### src/rtl/rf_bank_arbiter.sv
// Register-file bank arbiter: per-bank round-robin grant, registered bank read, and writeback tag.
// Optional macro RF_ARB_CONFLICT_CNT_EN enables the saturating bank-conflict cycle counter.
module rf_bank_arbiter (
    input  logic        clk,
    input  logic        rst,
    input  logic [7:0]  req_valid,
    input  logic [15:0] req_bank,
    input  logic [23:0] req_row,
    output logic [7:0]  req_grant,
    output logic [3:0]  bank_rd_en,
    output logic [11:0] bank_rd_row,
    output logic [3:0]  wb_valid,
    output logic [11:0] wb_req_id,
    output logic [15:0] conflict_cnt
);

    logic [2:0]  ptr [4];
    logic [3:0]  bank_hit;
    logic [11:0] hit_idx;
    logic [11:0] hit_row;
    logic [11:0] rd_id;
    logic [2:0]  idx;

    // Search each bank from its pointer upward with wrap; idx fields stay 0 when a bank is idle.
    always_comb begin
        bank_hit  = '0;
        hit_idx   = '0;
        hit_row   = '0;
        req_grant = '0;
        idx       = '0;
        for (int b = 0; b < 4; b++) begin
            for (int i = 0; i < 8; i++) begin
                idx = ptr[b] + 3'(i);
                if (!bank_hit[b] && req_valid[idx] && req_bank[{idx, 1'b0} +: 2] == 2'(b)) begin
                    bank_hit[b]      = 1'b1;
                    hit_idx[3*b +: 3] = idx;
                    hit_row[3*b +: 3] = req_row[{2'b00, idx} * 5'd3 +: 3];
                end
            end
            if (bank_hit[b]) begin
                req_grant[hit_idx[3*b +: 3]] = 1'b1;
            end
        end
        if (rst) begin
            req_grant = '0;
        end
    end

    always_ff @(posedge clk) begin
        if (rst) begin
            for (int b = 0; b < 4; b++) begin
                ptr[b] <= '0;
            end
            bank_rd_en  <= '0;
            bank_rd_row <= '0;
            rd_id       <= '0;
            wb_valid    <= '0;
            wb_req_id   <= '0;
        end else begin
            for (int b = 0; b < 4; b++) begin
                if (bank_hit[b]) begin
                    ptr[b] <= hit_idx[3*b +: 3] + 3'd1;
                end
            end
            bank_rd_en  <= bank_hit;
            bank_rd_row <= hit_row;
            rd_id       <= hit_idx;
            // One-cycle bank read latency: writeback tag trails the read enable by one stage.
            wb_valid    <= bank_rd_en;
            wb_req_id   <= rd_id;
        end
    end

`ifdef RF_ARB_CONFLICT_CNT_EN
    logic [3:0] bank_req_cnt [4];
    logic       any_conflict;

    always_comb begin
        any_conflict = 1'b0;
        for (int b = 0; b < 4; b++) begin
            bank_req_cnt[b] = '0;
            for (int r = 0; r < 8; r++) begin
                if (req_valid[r] && req_bank[2*r +: 2] == 2'(b)) begin
                    bank_req_cnt[b] = bank_req_cnt[b] + 4'd1;
                end
            end
            if (bank_req_cnt[b] >= 4'd2) begin
                any_conflict = 1'b1;
            end
        end
    end

    always_ff @(posedge clk) begin
        if (rst) begin
            conflict_cnt <= '0;
        end else if (any_conflict && conflict_cnt != 16'hFFFF) begin
            conflict_cnt <= conflict_cnt + 16'd1;
        end
    end
`else
    assign conflict_cnt = '0;
`endif

endmodule

### config.mk
export PLATFORM = sky130hd
export DESIGN_NAME = rf_bank_arbiter
export DESIGN_NICKNAME = d
export VERILOG_FILES = /design/src/rtl/rf_bank_arbiter.sv
export SDC_FILE = /design/constraint.sdc
export NUM_CORES = 1
export LEC_CHECK = 0
export BUFFER_PORTS_ARGS = -buffer_cell sky130_fd_sc_hd__buf_2
export CAP_MARGIN = 20
export CORE_MARGIN = 8
export CORE_UTILIZATION = 60
export CTS_BUF_LIST = sky130_fd_sc_hd__clkbuf_8
export DETAILED_ROUTE_END_ITERATION = 16
export GPL_TIMING_DRIVEN = 0
export PLACE_DENSITY = 0.8
export SYNTH_ARGS = -nofsm -noshare
export SYNTH_HDL_FRONTEND = slang
export SYNTH_SLANG_ARGS = --single-unit
export TNS_END_PERCENT = 20
### constraint.sdc
create_clock -name clk -period 8.5 [get_ports clk]
set_input_delay 2.55 -clock clk [delete_from_list [all_inputs] [get_ports clk]]
set_output_delay 2.55 -clock clk [all_outputs]
set_load 0.05 [all_outputs]
# [Word level (Yosys, flattened, before mapping)]
# Memory sizes are Yosys's and may differ from the RTL's.
# Cells that the tools add are included.
[classes] n_addsub=32 mul=32 div=0 magnitude_cmp=40 n_eq_ne=24 n_shift=64 muxes=191 n_bitwise=7 reduce_logical=100
[op_table] operator="indexed part select 24 x 6 -> 3 bit" count=32
[op_table] operator="indexed part select 16 x 5 -> 2 bit" count=32
[op_table] operator="two-way mux 3 bit" count=68
[op_table] operator="multiplier 3 x 2 -> 5 bit (second input constant)" count=32
[op_table] operator="< comparator 3 x 4 -> 1 bit (second input constant)" count=36
[op_table] operator="binary-select mux 1 bit (select 3 bit)" count=32
[op_table] operator="two-way mux 1 bit" count=82
[op_table] operator="logical AND 1 bit" count=64
[op_table] operator="adder 3 bit (second input constant)" count=16
[op_table] operator="two-way mux 8 bit" count=5
[op_table] operator="equality test 2 bit (second input constant)" count=16
[op_table] operator="logical NOT 1 bit" count=28
[op_table] operator="adder 3 x 1 -> 3 bit (second input constant)" count=8
[op_table] operator="adder 3 x 2 -> 3 bit (second input constant)" count=8
[op_table] operator="bitwise OR 8 bit" count=3
[op_table] operator="equality test 2 x 1 -> 1 bit (second input constant)" count=8
[op_table] operator="logical NOT 2 bit" count=8
[op_table] operator="demux 1 bit (select 3 bit)" count=4
[op_table] operator="greater-or-equal comparator 3 x 1 -> 1 bit (second input constant)" count=4
[op_table] operator="bitwise OR 1 bit" count=4
[word_totals] reg_bits=44 latch_bits=0 ram_bits=12 rom_bits=0 in_bits=50 output_inout_bits=56 word_cells=496 memories=1
[mem_list] name="ptr" depth=4 width=3 read_ports=4 rd_ports_with_merged_regs=0 write_ports=4 line_no="17" rtl="logic [2:0] ptr [4];"

# [Longest topological paths before layout]
# Gate-level depths: netlist of run 1.
# An unclocked memory read counts as a cell.
[logic_depth] ltp_word=45 depth_mapped=16 depth_no_buf=13

# [Worst setup path after synthesis of run 1]
# No wires, ideal clock.
[synth_timing] kind="input -> output" startpoint="input req_bank[15]" endpoint="output req_grant[1]" arrival_ns=5.974 required_ns=5.950 slack_ns=-0.024 cell_stages=14 path_cell_list="buf_2 and3b_1 buf_6 mux4_2 o221a_1 nand3b_4 or4_4 buf_6 nor4bb_1 a31oi_4 and2_1 buf_6 inv_2 o311ai_2"
[synth_via] word_cells_on_any_way=244 classes_between="8 x order compare; 24 x eq/ne; 32 x shift; 77 x mux; 3 x bitwise; 100 x reduce/logical"
[synth_lines] element="start, declared" line_no="7" rtl="input logic [15:0] req_bank,"
[synth_lines] element="indexed part select 16 x 5 -> 2 bit" line_no="34" rtl="if (!bank_hit[b] && req_valid[idx] && req_bank[{idx, 1'b0} +: 2] == 2'(b)) begin"
[synth_lines] element="equality test 2 bit" line_no="34"
[synth_lines] element="logical AND 1 bit" line_no="34"
[synth_lines] element="two-way mux 1 bit" line_no="34"
[synth_lines] element="logical NOT 1 bit" line_no="34"
[synth_lines] element="logical AND 1 bit (2 in series)" line_no="34"
[synth_lines] element="two-way mux 1 bit" line_no="34"
[synth_lines] element="logical NOT 1 bit" line_no="34"
[synth_lines] element="[23 not listed]"
[synth_lines] element="named net hit_idx[6]" line_no="19" rtl="logic [11:0] hit_idx;"
[synth_lines] element="[1 not listed]"
[synth_lines] element="logical AND 1 bit (not written as such)" line_no="41" rtl="req_grant[hit_idx[3*b +: 3]] = 1'b1;"
[synth_lines] element="two-way mux 1 bit (not written as such)" line_no="41"
[synth_lines] element="demux 1 bit (select 3 bit) (*)" line_no="41"
[synth_lines] element="bitwise OR 8 bit (no line) (*)"
[synth_lines] element="two-way mux 8 bit (*)" line_no="40" rtl="if (bank_hit[b]) begin"
[synth_lines] element="bitwise OR 8 bit (no line)"
[synth_lines] element="two-way mux 8 bit (*)" line_no="40"
[synth_lines] element="two-way mux 8 bit (*)" line_no="44" rtl="if (rst) begin"
[synth_lines] element="end, declared" line_no="9" rtl="output logic [7:0] req_grant,"
# Mark *: on every way through the listed nets, which the timed path passes. The rest lies on a longest branch.

# [Worst setup path in the final report of run 1]
[layout_timing] startpoint="input req_valid[1]" endpoint="output req_grant[0]"
[layout_via] elab_chain_cells=44 word_cells_on_any_way=244 classes_between="8 x order compare; 141 x mux; 3 x bitwise; 92 x reduce/logical"
[layout_lines] element="start, declared" line_no="6" rtl="input logic [7:0] req_valid,"
[layout_lines] element="binary-select mux 1 bit (select 3 bit)" line_no="34"
[layout_lines] element="two-way mux 1 bit (not written as such)" line_no="34"
[layout_lines] element="logical AND 1 bit" line_no="34"
[layout_lines] element="two-way mux 1 bit" line_no="34"
[layout_lines] element="logical NOT 1 bit" line_no="34"
[layout_lines] element="logical AND 1 bit (2 in series)" line_no="34"
[layout_lines] element="two-way mux 1 bit" line_no="34"
[layout_lines] element="logical NOT 1 bit" line_no="34"
[layout_lines] element="[27 not listed]"
[layout_lines] element="two-way mux 8 bit" line_no="40"
[layout_lines] element="bitwise OR 8 bit (no line)"
[layout_lines] element="two-way mux 8 bit" line_no="40"
[layout_lines] element="bitwise OR 8 bit (no line)"
[layout_lines] element="two-way mux 8 bit" line_no="40"
[layout_lines] element="bitwise OR 8 bit (no line)"
[layout_lines] element="two-way mux 8 bit (*)" line_no="40"
[layout_lines] element="two-way mux 8 bit (*)" line_no="44"
# Mark *: on every way between the ends. The rest lies on a longest branch, timed or not. The select of a mux whose other input is x is not followed.

==> results.toml, run 1 <==
[status]
status = "finished with violations"
failed_checks = "setup timing"

[routing]
totalWireLength_um = 39500
viasPerCell = 7.41
drc = 0
dr.pass1.iters = 6
drt_iter0_markers = 1419
ant_nets = 0
wire_per_inst_um = 25.7
via_count = 11400

[logic_synthesis]
ys_ff_latch = 56
syn_area_per_cell_um2 = 8.85
synth_edf_count = 12
netlist_area_mm2 = 0.0105
ys.flop_type = "dfxtp_1"
async_flop_share = 0
ys_warn_count = 0
yosys.cell_types.count = 94
yosysSeqAreaShare = 0.119
synthCells = 1182

[setup_path]
crit_arrival_ps = 5960
critPathMaxFanout = 8
required_ps = 5950
critPathKind = "in -> out"
cp-startpoint = "req_valid[1]"
critPathLaunchType = "primary input"
cp-end-kind = "primary output"
rr_startpoint = "ptr[3][1]"

[timing]
fmax_ghz = 0.118
finalHoldViolations = 0
setup_viol = 1
timing.final.max_slew_violations = 0
finalClockSkew_ps = 34.9
post-route-period-util = 1.00
relSlewSlack = 0.297
tns_ps = -8.36
fin_crit_ps = 8510
post-route-worst-setup-slack_ps = -8.36
rsz0062_at_grt = "yes"
hold_ws_ps = 418
worst_pin_slew_ps = 1050

[clocking]
cts_root_buffer = "clkbuf_8"
clkTransAtPathRegs_ps = 150
ctsHoldBuffers = 0
clk_latency_ps = 370
htreeDepth = 2
cts.sinks = 56
cts_made_buffers = 5
cts_tree = "done"
cts_buffer_depth = 2

[die]
start_util = 0.609
coreArea_mm2 = 0.0172
die_x_um = 148
dieHeight_um = 148
dieArea_mm2 = 0.0219
io_pins = 106
rows = 48

[global_route]
grt_max_degree = 20
grt.total_usage = 0.346
grt_first_pass_wirelength_um = 60200
grt_pass1_vias = 10800
grt-ovfl-total = 0
antenna_found_initial = 0

[place]
dpl.cell_count = 1496
finalWeightedCongestion = 1.04
port_buffers = 74
dp_hpwl_um = 30500

[power_and_ir_drop]
p_int_uw = 2560
p_seq_frac = 0.073
p_switching_uw = 3320
cellPowerDensity_mw_per_mm2 = 493
p_comb_frac = 0.896
power.leakage_uw = 0.00449
power_frac_clock = 0.030
p_sw_frac = 0.564
vdd_drop_max_v = 0.000408

[final_layout]
n_antenna_cell = 0
drive_gt1_frac = 0.296
synthToLayoutAreaGrowth_pct = 14.0
fillCellCount = 1446
num-nets-final = 1371
stdcell_count = 1537

[flow_run]
maxCapViolCount = 0

[min_path]
hold_class = "reg -> reg"
hp-start = "rd_id[9]"
critical path: stages:
cell	delay, ps
buf_2	190
nor3b_1	440
mux2i_1	280
mux4_2	640
o21ai_0	370
a21oi_1	170
a32oi_4	290
buf_4	210
nor3_1	60
a32o_1	240
a211o_1	300
buf_2	220
power by group through the flow:
stage | Combinational (uW) | Clock [uW] | Sequential, uW
2_1_floorplan | 3420 | 0 | 579
3_3_place_gp | 4560 | 0 | 433
3_5_place_dp | 4600 | 0 | 435
4_1_cts | 4860 | 182 | 429
5_1_grt | 5580 | 191 | 439
6_report | 5270 | 179 | 431
routing by layer:
layer | share of wire | track usage | routed length, um | vias to the layer above
met2 | 0.46 | 0.551 | 18300 | 852
met5 | 0 | 0 | 0 | -
met1 | 0.36 | 0.434 | 14200 | 5440
met3 | 0.13 | 0.0851 | 4990 | 163
li1 | - | - | - | 4930
met4 | 0.052 | 0.167 | 2050 | 0
placed cells by master, fill, tap and decap left out, types with 8 or more instances in the layout:
cell type and n:
nand2_1 90, nor2_1 80, dfxtp_1 44, nor3_1 16, mux4_2 115, nor2b_1 27, o22ai_1 24, mux2_2 31
a21oi_1 64, nand4b_1 11, clkbuf_2 10, and2_1 16, a21o_1 10, conb_1 16, buf_1 14, edfxtp_1 12
o21ai_0 44, nor3b_1 9, buf_6 8, a211oi_1 10, and3b_1 8, ha_1 10, a31oi_1 9, mux2i_1 88
nand3b_1 16, buf_2 86, o211ai_1 22, nand4_1 17, nand3_1 24, a22oi_1 16, clkbuf_1 68, nand2b_1 9
inv_1 19, buf_4 50, a221oi_1 13, o221ai_1 11
final cells by class:
class / instances / area, um^2 / share of cell area
repair buffers: 108 / 672 / 0.0563
inverters: 27 / 101 / 0.00849
clock inverters: 3 / 25.0 / 0.00210
flip-flops and latches: 56 / 1240 / 0.104
well taps: 225 / 282 / 0.0236
clock buffers: 5 / 68.8 / 0.00577
plain buffers: 133 / 644 / 0.0540
multi-input cells: 980 / 8900 / 0.746
what timing repair did:
| item | 4_1_cts | 5_1_grt |
|---|---|---|
| setup buffers | 11 | 23 |
| pin swaps | 6 | 14 |
| endpoints found under the setup margin | 8 | 8 |
| gates resized for setup | 44 | 43 |
| cloned | 0 | 1 |
cell usage after synthesis, types with 9 or more instances:
library cell / n / area share
mux2i_1: 91 / 0.087
o22ai_1: 25 / 0.015
buf_4: 17 / 0.012
buf_1: 14 / 0.0050
a22oi_1: 17 / 0.012
mux2_2: 31 / 0.033
and3b_1: 11 / 0.0092
and2_1: 17 / 0.010
a21oi_1: 65 / 0.031
a211oi_1: 10 / 0.0072
mux4_2: 115 / 0.25
edfxtp_1: 12 / 0.034
nor3b_1: 13 / 0.0093
nand2b_1: 9 / 0.0054
nor2_1: 82 / 0.029
nor2b_1: 27 / 0.016
ha_1: 10 / 0.012
o211ai_1: 22 / 0.016
clkbuf_1: 81 / 0.029
nor3_1: 17 / 0.0081
nand3b_1: 16 / 0.011
a31oi_1: 10 / 0.0060
nand2_1: 91 / 0.033
o21ai_0: 45 / 0.022
o221ai_1: 11 / 0.0092
nand4b_1: 11 / 0.0092
dfxtp_1: 44 / 0.084
nand4_1: 17 / 0.010
a21o_1: 10 / 0.0072
buf_2: 18 / 0.0086
a221oi_1: 14 / 0.012
nand3_1: 28 / 0.013
inv_1: 19 / 0.0068
path summary, 6_finish.rpt:
kind,endpoint,slack (ps),cells past startpoint
min,wb_req_id[9],420,1
min reg2reg,wb_req_id[9],420,1
max reg2reg,ptr[3][2],3070,16
max,req_grant[0],-8,12
cells by family after synthesis:
family / after synthesis / share of synthesized area
adder cells (fa/ha/maj): 10 / 0.0120
buffers and inverters: 162 / 0.0699
multiplexers: 237 / 0.368
flip-flops: 56 / 0.119
AO/OA/AOI/OAI: 307 / 0.208
XOR/XNOR: 17 / 0.0164
other: 1 / 0.000358
AND/OR/NAND/NOR: 392 / 0.207
per-stage QoR:
step	setup WS (ps)	util	cell area, um^2	total power [uW]
final	-8.36	0.695	11900	5880
after floorplan	18.4	-	10500	4000
after global placement	-1020	0.651	11200	4990
after global routing	-18.2	0.695	11900	6210
after detailed placement	-1040	0.651	11200	5040
after CTS	-14.7	0.675	11600	5470
state kept, by name (all words and copies together), names as in the netlist:
name,count
ptr,12
rd_id,12
bank_rd_en,4
wb_req_id,12
wb_valid,4
bank_rd_row,12
Note: power is estimated with default switching activity, not from simulation.
==> inputs of run 2 (changes only) <==
--- a/config.mk
+++ b/config.mk
@@ -7,2 +7,3 @@
 export LEC_CHECK = 0
+export ABC_AREA = 0
 export BUFFER_PORTS_ARGS = -buffer_cell sky130_fd_sc_hd__buf_2
@@ -14,2 +15,3 @@
 export GPL_TIMING_DRIVEN = 0
+export MAX_ROUTING_LAYER = met4
 export PLACE_DENSITY = 0.8
==> constraint.sdc (replaced) <==
create_clock -name clk -period 8.5 [get_ports clk]
set_input_delay 1.7 -clock clk [delete_from_list [all_inputs] [get_ports clk]]
set_output_delay 1.7 -clock clk [all_outputs]
set_load 0.05 [all_outputs]
==> results.toml, run 2 (synthesis gave the netlist of run 1 again) <==
[timing]
finalHoldViolations = 0
post-route-worst-setup-slack_ps = 460
fin_crit_ps = 8040
relSlewSlack = 0.292
finalClockSkew_ps = 37.0
hold_ws_ps = 418
tns_ps = 0
rsz0062_at_grt = "no"
setup_viol = 0
post-route-period-util = 0.946
worst_pin_slew_ps = 1060
fmax_ghz = 0.124
timing.final.max_slew_violations = 0

[final_layout]
layout_common_cells = "mux4_2, buf_2, mux2i_1, nand2_1, nor2_1"
synthToLayoutAreaGrowth_pct = 7.66
n_antenna_cell = 0
num-nets-final = 1338
fillCellCount = 1535
stdcell_count = 1504
multi_input_area_mm2 = 0.00855
design_area_mm2 = 0.0113
regArea_mm2 = 0.00124
final_common_cell = "mux4_2"
drive_gt1_frac = 0.238

[setup_path]
critPathMaxFanout = 10
cp_slowest_cell = "a2bb2oi_1"
crit_arrival_ps = 6340
cp-startpoint = "ptr[3][1]"
crit_top_cell = "buf_2"
required_ps = 6800
cp-end-kind = "primary output"
rr_endpoint = "ptr[3][2]"
rr_startpoint = "ptr[3][1]"
critPathLaunchType = "flip-flop"
cp_cell_sequence = "buf_2 > buf_1 > inv_1 > ha_1 > xnor2_2 > mux4_2 > or4_1 > nor3_2 > nand2_1 > a2bb2oi_1 > nor4b_1 > a31oi_1 > o211ai_1 > buf_2"
cp-endpoint = "req_grant[4]"
critPathKind = "reg -> out"
rrSetupSlack_ps = 2640
max_stage_delay_ps = 770
rr_worst_depth = 14

[global_route]
grt_max_degree = 20
antenna_found_initial = 0
grt-ovfl-total = 0
grt_pass1_vias = 10700
grt_first_pass_wirelength_um = 60000
grt.total_usage = 0.356

[clocking]
cts_root_buffer = "clkbuf_8"
clkTransAtPathRegs_ps = 150
post_cts_buffers = 0
htreeDepth = 2
cts_made_buffers = 5
cts_tree = "done"
cts.sinks = 56
cts_buffer_depth = 2
clk_latency_ps = 370
ctsHoldBuffers = 0
cts-resized-gates = 0

[routing]
drc = 0
dr.pass1.iters = 7
totalWireLength_um = 39100
via_count = 11200
wire_per_inst_um = 26.0
drt_iter0_markers = 1572
ant_nets = 0
viasPerCell = 7.43

[power_and_ir_drop]
vdd_drop_max_v = 0.000340
cellPowerDensity_mw_per_mm2 = 474
power_frac_clock = 0.033
p_comb_frac = 0.886
power.leakage_uw = 0.00421
p_seq_frac = 0.081
p_int_uw = 2220
p_switching_uw = 3120
p_sw_frac = 0.584

[place]
dp_hpwl_um = 30800
dpl.cell_count = 1496
port_buffers = 74
place_area_mm2 = 0.0112
finalWeightedCongestion = 1.02
dpl_worst_slack_ps = 822

[die]
io_pins = 106
start_util = 0.609
die_x_um = 148
rows = 48
coreArea_mm2 = 0.0172
dieArea_mm2 = 0.0219
dieHeight_um = 148

[status]
status = "complete, no violations"

[min_path]
hold_class = "reg -> reg"

[flow_run]
maxCapViolCount = 0
run 2: cell type report:
cell class | instances | share of cell area
buffer | 135 | 0.0560
clock inverter | 3 | 0.00222
clock buffer | 5 | 0.00611
sequential | 56 | 0.110
tap | 225 | 0.0250
multi-input combinational | 979 | 0.759
inverter | 27 | 0.00899
timing repair buffer | 74 | 0.0329
run 2: worst max-delay path, delay by kind of cell (launching register included):
family,cells,cell delay [ps]
flops,1,400
compound gates,3,1110
fa+ha+maj,1,280
simple gates,4,1480
xor+xnor,1,670
buf+inv,4,1320
mux,1,720
run 2: routing by layer:
metal,up-vias,global-route usage,share of wire
met5,-,-,0
met4,0,0.195,0.060
met3,170,0.0796,0.12
met2,891,0.538,0.45
met1,5269,0.438,0.37
li1,4844,-,-
run 2: worst min-delay path by stage:
stage / startpoint / endpoint / slack [ps] / cells after the start
after detailed placement: rd_id[5] / wb_req_id[5] / 430 / 1
after floorplan: rd_id[0] / wb_req_id[0] / 410 / 1
after global placement: rd_id[7] / wb_req_id[7] / 420 / 1
after CTS: rd_id[7] / wb_req_id[7] / 430 / 1
after global routing: rd_id[7] / wb_req_id[7] / 440 / 1
final: rd_id[6] / wb_req_id[6] / 420 / 1
run 2: stage by stage:
stage	power, uW	utilization
3_3_place_gp	5000	0.651
3_5_place_dp	5030	0.651
2_1_floorplan	3980	-
6_report	5340	0.656
5_1_grt	5650	0.656
4_1_cts	5220	0.656
run 2: power groups by stage:
| stage | combinational [uW] | clock, uW | sequential, uW |
|---|---|---|---|
| CTS | 4610 | 178 | 434 |
| global route | 5020 | 185 | 442 |
| finish | 4730 | 176 | 434 |
| detailed placement | 4590 | 0 | 440 |
| floorplan | 3400 | 0 | 579 |
| global placement | 4560 | 0 | 437 |
==> inputs of run 3 (changes only) <==
Settings changed: CORE_MARGIN 8 to 4, SETUP_SLACK_MARGIN set to 0.5.
==> results.toml, run 3 (synthesis gave the netlist of run 1 again) <==
[clocking]
post_cts_buffers = 0
cts_root_buffer = "clkbuf_8"
cts_buffer_depth = 2
clk_latency_ps = 370
cts.sinks = 56
cts_made_buffers = 5
cts_tree = "done"
htreeDepth = 2
clkTransAtPathRegs_ps = 140

[global_route]
grt_pass1_vias = 10600
grt_max_degree = 20
grt.total_usage = 0.390
antenna_found_initial = 0
grt_first_pass_wirelength_um = 59300
grt-ovfl-total = 0

[status]
failed_checks = "DRC"
status = "finished with violations"

[min_path]
hold_end = "wb_req_id[6]"
hold_class = "reg -> reg"
min_path_cells = 1
hp-start = "rd_id[6]"

[final_layout]
regArea_mm2 = 0.00124
stdcell_count = 1504
fillCellCount = 1490
multi_input_area_mm2 = 0.00856
n_antenna_cell = 0
num-nets-final = 1338
finish.utilization = 0.657
drive_gt1_frac = 0.242
final_common_cell = "mux4_2"
synthToLayoutAreaGrowth_pct = 7.79
design_area_mm2 = 0.0113
layout_common_cells = "mux4_2, buf_2, mux2i_1, nand2_1, nor2_1"

[setup_path]
cp_cell_sequence = "buf_2 > clkbuf_1 > nor3b_1 > a21o_1 > mux4_2 > o32ai_2 > nand4_1 > a32oi_2 > inv_1 > nor2_1 > a2bb2oi_1 > o21ai_1 > buf_2"
max_stage_delay_ps = 590
cp-end-kind = "primary output"
critPathMaxFanout = 10
cp_slowest_cell = "o32ai_2"
crit_top_cell = "buf_2"
critPathLaunchType = "primary input"
crit_cells = 13
critPathKind = "in -> out"
rr_startpoint = "ptr[3][1]"
rr_worst_depth = 14
rr_endpoint = "ptr[3][2]"
required_ps = 6800
rrSetupSlack_ps = 2890
cp_top_family = "compound AO/OA/AOI/OAI gates"
critPathBufInv = 4
crit_arrival_ps = 6240

[routing]
totalWireLength_um = 38700
drc = 1
viasPerCell = 7.58
wl_met3_um = 5380
ant_nets = 0
wl_met2_um = 16900
routed.top_layer = "met4"
wl_met1_um = 14000
via_count = 11400
wire_per_inst_um = 25.7
dr.pass1.iters = 12
drt_iter0_markers = 1826

[timing]
setup_viol = 0
finalHoldViolations = 0
tns_ps = 0
fin_crit_ps = 7940
fmax_ghz = 0.126
finalClockSkew_ps = 28.9
post-route-period-util = 0.934
relSlewSlack = 0.228
rsz0062_at_grt = "no"
worst_pin_slew_ps = 1150
timing.final.max_slew_violations = 0

[place]
port_buffers = 74
place_area_mm2 = 0.0112
dp_hpwl_um = 29200
finalWeightedCongestion = 1.19
dpl.cell_count = 1496

[power_and_ir_drop]
vdd_drop_max_v = 0.000380
power.leakage_uw = 0.00422
cellPowerDensity_mw_per_mm2 = 476

[die]
io_pins = 106
coreArea_mm2 = 0.0172
rows = 48
dieArea_mm2 = 0.0196
start_util = 0.609
die_x_um = 140
dieHeight_um = 140

[flow_run]
maxCapViolCount = 0
[run 3: cell types whose count changed in the layout (fill, tap and decap cells not counted)]
cell and change:
a32oi_1 -1, a32oi_2 +1, clkbuf_1 -3, clkbuf_2 +3
clkinv_4 +1, inv_6 -2, inv_8 +1
[run 3: how the worst max path moves through the flow]
stage | from | slack (ps) | end
floorplan | req_bank[15] | 1680 | req_grant[1]
global placement | req_bank[12] | 610 | req_grant[3]
detailed placement | req_bank[12] | 540 | req_grant[3]
CTS | req_bank[12] | 720 | req_grant[3]
global route | ptr[3][1] | 520 | req_grant[4]
finish | req_valid[6] | 560 | req_grant[3]
[run 3: per-stage QoR]
stage          total power (uW)  worst slack [ps]  hold WS (ps)
4_1_cts                    5200               724           430
3_5_place_dp               4990               545           426
2_1_floorplan              3980              1680           414
5_1_grt                    5640               522           440
3_3_place_gp               4940               608           417
6_report                   5370               564           422
[run 3: final cells by class]
type	count	area share
multi-input cells	979	0.758
flip-flops and latches	56	0.110
plain buffers	135	0.0562
repair buffers	74	0.0328
well taps	225	0.0250
inverters	27	0.00898
clock buffers	5	0.00610
clock inverters	3	0.00244
[run 3: where the power goes]
group          internal [uW]  total, uW  switching [uW]
registers                388        434            45.5
clock network           61.3        185             123
logic                   1780       4750            2970
total                   2230       5370            3140
[run 3: repair_timing]
| item | 4_1_cts | 5_1_grt |
|---|---|---|
| hold buffers | 0 | 0 |
| pin swaps | 0 | 0 |
| resized for setup | 1 | 6 |
| endpoints found under the setup margin | 1 | 2 |
| cloned | 0 | 0 |
[run 3: per-layer routing]
metal	up-vias	track usage
met5	-	-
met4	0	0.183
met3	218	0.124
met2	962	0.576
met1	5377	0.488
li1	4847	-
